File: src/rtl/mas16_pkg.sv
// rtl/mas16_pkg.sv - shared widths, fetch entry type and PC helper for the 16-bit core
package mas16_pkg;

  localparam int WORD_W = 16;
  localparam int ADDR_W = 16;
  localparam logic [ADDR_W-1:0] DEFAULT_RESET_PC = 16'h0000;

  typedef struct packed {
    logic [ADDR_W-1:0] pc;
    logic [WORD_W-1:0] word;
  } fetch_entry_t;

  // PC arithmetic is modulo 2^ADDR_W; odd PCs are legal and advance unchanged in parity.
  function automatic logic [ADDR_W-1:0] advancePc(input logic [ADDR_W-1:0] pc, input int step);
    return pc + ADDR_W'(step);
  endfunction

endpackage

File: src/rtl/sync_fifo.sv
// rtl/sync_fifo.sv - power-of-two FIFO with flush; head is read straight from storage
module sync_fifo #(
  parameter int WIDTH = 32,
  parameter int DEPTH = 4,
  localparam int CNT_W = $clog2(DEPTH) + 1
) (
  input  logic             clk,
  input  logic             rst_n,
  input  logic             push,
  input  logic             pop,
  input  logic             flush,
  input  logic [WIDTH-1:0] wrData,
  output logic [WIDTH-1:0] rdData,
  output logic [CNT_W-1:0] count,
  output logic             full,
  output logic             empty
);

  localparam int PTR_W = $clog2(DEPTH);

  logic [WIDTH-1:0] storage [DEPTH];
  logic [PTR_W-1:0] rdPtr;
  logic [PTR_W-1:0] wrPtr;
  logic             doPush;
  logic             doPop;

  assign full   = (count == CNT_W'(DEPTH));
  assign empty  = (count == '0);
  assign doPop  = pop & ~flush & ~empty;
  // A pop frees the slot this edge, so a full queue may still accept a push.
  assign doPush = push & ~flush & (~full | doPop);
  assign rdData = storage[rdPtr];

  always_ff @(posedge clk or negedge rst_n) begin
    if (!rst_n) begin
      rdPtr <= '0;
      wrPtr <= '0;
      count <= '0;
      for (int i = 0; i < DEPTH; i++) begin
        storage[i] <= '0;
      end
    end else if (flush) begin
      rdPtr <= '0;
      wrPtr <= '0;
      count <= '0;
    end else begin
      if (doPush) begin
        storage[wrPtr] <= wrData;
        wrPtr          <= wrPtr + PTR_W'(1);
      end
      if (doPop) begin
        rdPtr <= rdPtr + PTR_W'(1);
      end
      if (doPush && !doPop) begin
        count <= count + CNT_W'(1);
      end else if (doPop && !doPush) begin
        count <= count - CNT_W'(1);
      end
    end
  end

endmodule

File: src/rtl/fetch_queue_16b.sv
// rtl/fetch_queue_16b.sv - instruction fetch front end: PC, memory port A, prefetch queue, redirect
module fetch_queue_16b
  import mas16_pkg::*;
#(
  parameter int                DEPTH    = 4,
  parameter logic [ADDR_W-1:0] RESET_PC = DEFAULT_RESET_PC,
  parameter int                PC_STEP  = 2,
  localparam int               OCC_W    = $clog2(DEPTH) + 1
) (
  input  logic              clk,
  input  logic              rst_n,
  input  logic              fetchEnable,
  output logic [ADDR_W-1:0] memAddr,
  input  logic [WORD_W-1:0] memData,
  output logic              instrValid,
  output logic [WORD_W-1:0] instr,
  output logic [ADDR_W-1:0] instrPC,
  input  logic              instrReady,
  input  logic              redirect,
  input  logic [ADDR_W-1:0] redirectPC,
  output logic [OCC_W-1:0]  occupancy,
  inout  wire               dvdd,
  inout  wire               dgnd
);

  logic [ADDR_W-1:0] fetchPC;
  fetch_entry_t      wrEntry;
  fetch_entry_t      headEntry;
  logic              fifoFull;
  logic              fifoEmpty;
  logic              push;
  logic              pop;

  wire unusedSupply = dvdd ^ dgnd;

  // Address comes only from the register so a same-cycle port B write is seen at capture.
  assign memAddr    = fetchPC;
  assign instrValid = ~fifoEmpty;
  assign pop        = instrValid & instrReady;
  assign push       = fetchEnable & ~redirect & (~fifoFull | pop);

  assign wrEntry.pc   = fetchPC;
  assign wrEntry.word = memData;
  assign instr        = headEntry.word;
  assign instrPC      = headEntry.pc;

  // Redirect flushes the queue; the fifo also drops any pop offered alongside it.
  sync_fifo #(
    .WIDTH($bits(fetch_entry_t)),
    .DEPTH(DEPTH)
  ) uQueue (
    .clk    (clk),
    .rst_n  (rst_n),
    .push   (push),
    .pop    (pop),
    .flush  (redirect),
    .wrData (wrEntry),
    .rdData (headEntry),
    .count  (occupancy),
    .full   (fifoFull),
    .empty  (fifoEmpty)
  );

  always_ff @(posedge clk or negedge rst_n) begin
    if (!rst_n) begin
      fetchPC <= RESET_PC;
    end else if (redirect) begin
      fetchPC <= redirectPC;
    end else if (push) begin
      fetchPC <= advancePc(fetchPC, PC_STEP);
    end
  end

endmodule

File: config.mk
export PLATFORM = sky130hd
export DESIGN_NAME = fetch_queue_16b
export DESIGN_NICKNAME = d
export VERILOG_FILES = /design/src/rtl/mas16_pkg.sv /design/src/rtl/sync_fifo.sv /design/src/rtl/fetch_queue_16b.sv
export SDC_FILE = /design/constraint.sdc
export NUM_CORES = 1
export LEC_CHECK = 0
export BUFFER_PORTS_ARGS = -buffer_cell sky130_fd_sc_hd__buf_2
export CORE_MARGIN = 3
export CORE_UTILIZATION = 55
export DETAILED_ROUTE_END_ITERATION = 10
export PLACE_DENSITY = 0.77
export SYNTH_ARGS = -nofsm -noshare
export SYNTH_HDL_FRONTEND = slang
export SYNTH_SLANG_ARGS = --single-unit
File: constraint.sdc
create_clock -name clk -period 3.78 [get_ports clk]
set_clock_uncertainty 0.2 [all_clocks]
set_input_delay 0.945 -clock clk [delete_from_list [all_inputs] [get_ports clk]]
set_output_delay 0.945 -clock clk [all_outputs]
set_load 0.02 [all_outputs]
==> results.sh <==
export IMPL_clock_latency_ns=0.42
export IMPL_rsz0062_at_grt="false"
export IMPL_slew_limit_headroom=0.429
export IMPL_synthTopCellsByArea="dfrtp_1 (55%), mux2_2 (21%), mux4_2 (10%)"
export IMPL_synth_top_area_cell="dfrtp_1"
export IMPL_routed_wl_um=14300
export IMPL_min_period_over_period=0.814
export IMPL_cts_buffer_depth=2
export IMPL_dpl_hpwl_um=9040
export IMPL_cts_buffers=17
export IMPL_post_route_util=0.673
export IMPL_drt_met1_wl_um=6330
export IMPL_finalHoldViolations=0
export IMPL_synth_edff_count=0
export IMPL_drc=0
export IMPL_critPathMaxFanout=31
export IMPL_hold_depth=1
export IMPL_ios=91
export IMPL_post_cts_buffers=0
export IMPL_max_cap_violations=0
export IMPL_synth_most_common_cell="dfrtp_1"
export IMPL_port_buffers=88
export IMPL_cts_resized_gates=0
export IMPL_wl_met3_um=587
export IMPL_drive_above_1_share=0.522
export IMPL_vias=4298
export IMPL_fp_dieH_um=118
export IMPL_setup_viol=0
export IMPL_grt_pass1_wl_um=23700
export IMPL_ys_seq_area_frac=0.549
export IMPL_critical_path_class="register to output port"
export IMPL_htree_levels=4
export IMPL_final_area_um2=8150
export IMPL_netlist_top_cells_count="dfrtp_1 (151), mux2_2 (129), mux4_2 (32)"
export IMPL_slew_viol_final=0
export IMPL_multi_input_area_um2=2950
export IMPL_avgRoutedWirePerCell_um=19.5
export IMPL_endpoint_kind="output port"
export IMPL_place_congestion=0.832
export IMPL_core_um2=12100
export IMPL_synth_seq_cells=151
export IMPL_final_cells=735
export IMPL_untimed_endpoints=2
export IMPL_dr_pass1_iters=4
export IMPL_synth_flop_cell="dfrtp_1"
export IMPL_clk_pin_slew_worst_paths_ns=0.06
export IMPL_clock_fmax_mhz=325
export IMPL_hold_path_class="register to register"
export IMPL_synth_top_area_share=0.549
export IMPL_placed_cell_area_um2=7550
export IMPL_die_w_um=118
export IMPL_worstPathArrival_ns=1.93
export IMPL_whs_ns=0.300
export IMPL_die_area_um2=13900
export IMPL_synth_cell_types=39
export IMPL_grt_usage=0.219
export IMPL_power_leakage_nw=3.70
export IMPL_syn_num_nets=516
export IMPL_rows=40
export IMPL_syn_to_final_growth_pct=18.4
export IMPL_dr_wl_met2_um=7250
export IMPL_start_util=0.568
export IMPL_fillers=873
export IMPL_overflow=0
export IMPL_antenna_found_initial=1
export IMPL_clockRootBuffer="clkbuf_16"
export IMPL_dp_cells=704
export IMPL_grt_pass1_vias=4622
export IMPL_p_per_area_nw_per_um2=746
export IMPL_seqCellArea_um2=3780
export IMPL_cts_sinks=151
export IMPL_min_period_ns=3.08
export IMPL_status="completed"
export IMPL_synth_cells=471
export IMPL_viasPerCell=5.85
export IMPL_ant_nets=0
export IMPL_netlist_area_um2=6880
export IMPL_async_flop_share=1.00
export IMPL_syn_area_per_cell_um2=14.6
export IMPL_insertedDiodeCount=0
export IMPL_top_layer="met5"
export IMPL_cts_tree="yes"
export IMPL_r2r_cells=8
export IMPL_tightest_slew_ns=0.857
export IMPL_tns_ns=0
export IMPL_crit_required_ns=2.63
export IMPL_holdBufCountCts=0
export IMPL_worst_setup_path_start_kind="register"
export IMPL_dr_first_iter_drc_count=276
export IMPL_final_nets=600
export IMPL_ir_worst_vdd_mv=0.329
export IMPL_grt_max_degree=95
export IMPL_yosysWarnings=0
## routing by layer
layer	vias up	global-route usage
li1	1903	-
met1	2276	0.285
met2	102	0.358
met3	15	0.0625
met4	2	0.0711
met5	-	0
## metrics by stage
step | power, mW | worst slack (ns)
3_3_place_gp | 4.28 | 0.380
6_report | 6.08 | 0.702
2_1_floorplan | 3.84 | 0.476
5_1_grt | 6.39 | 0.617
3_5_place_dp | 4.40 | 0.351
4_1_cts | 6.14 | 0.664
## sequential cells by signal, indices dropped and copies added, names as in the netlist
| name | cells |
|---|---|
| memAddr | 16 |
| uQueue.count | 3 |
| uQueue.rdPtr | 2 |
| uQueue.storage | 128 |
| uQueue.wrPtr | 2 |
## power breakdown
part / total, mW / internal (mW) / leakage, nW / switching, mW
registers: 2.55 / 2.20 / 1.89 / 0.351
clock network: 1.71 / 1.08 / 0.299 / 0.629
logic: 1.82 / 0.986 / 1.52 / 0.835
total: 6.08 / 4.27 / 3.70 / 1.81
## worst max-delay path: stages, from the launching register on
cell	delay [ns]
dfrtp_2	0.43
buf_12	0.28
mux4_2	0.59
buf_2	0.19
## path summary, 6_finish.rpt
check,startpoint,to,slack [ns]
max reg2reg,uQueue.count[1]$_DFFE_PN0P_,uQueue.count[2]$_DFFE_PN0P_,0.87
min in group asynchronous,rst_n,uQueue.storage[101]$_DFFE_PN0P_,0.40
max in group asynchronous,rst_n,uQueue.storage[56]$_DFFE_PN0P_,2.21
min,uQueue.storage[119]$_DFFE_PN0P_,uQueue.storage[119]$_DFFE_PN0P_,0.30
min reg2reg,uQueue.storage[119]$_DFFE_PN0P_,uQueue.storage[119]$_DFFE_PN0P_,0.30
max,uQueue.rdPtr[0]$_DFFE_PN0P_,instrPC[9],0.70
## kinds of logic (layout without fill, tap and decap cells)
kind of cell    Yosys count  in the layout  synth area share
fa+ha+maj                 6              6            0.0120
buf+inv                  38            134            0.0240
simple gates             71             71            0.0544
flops                   151            151             0.549
xor+xnor                 12             12            0.0153
compound gates           31             31            0.0278
mux                     162            162             0.317
## placed cells by master, fill, tap and decap left out, types with 7 or more instances in the layout
cell,netlist,routed
buf_2,18,87
dfrtp_1,151,150
mux2_2,129,129
clkbuf_16,0,17
nand2_1,26,22
o21ai_0,15,15
mux4_2,32,32
nand3_1,7,7
xor2_1,7,7
nor2_1,9,9
## final cells by class
class / instances / share of cell area
tap: 168 / 0.0258
inverter: 6 / 0.00276
sequential: 151 / 0.464
timing repair buffer: 97 / 0.0723
multi-input combinational: 282 / 0.362
clock buffer: 22 / 0.0582
clock inverter: 9 / 0.0152
(Power assumes the default switching activity.)
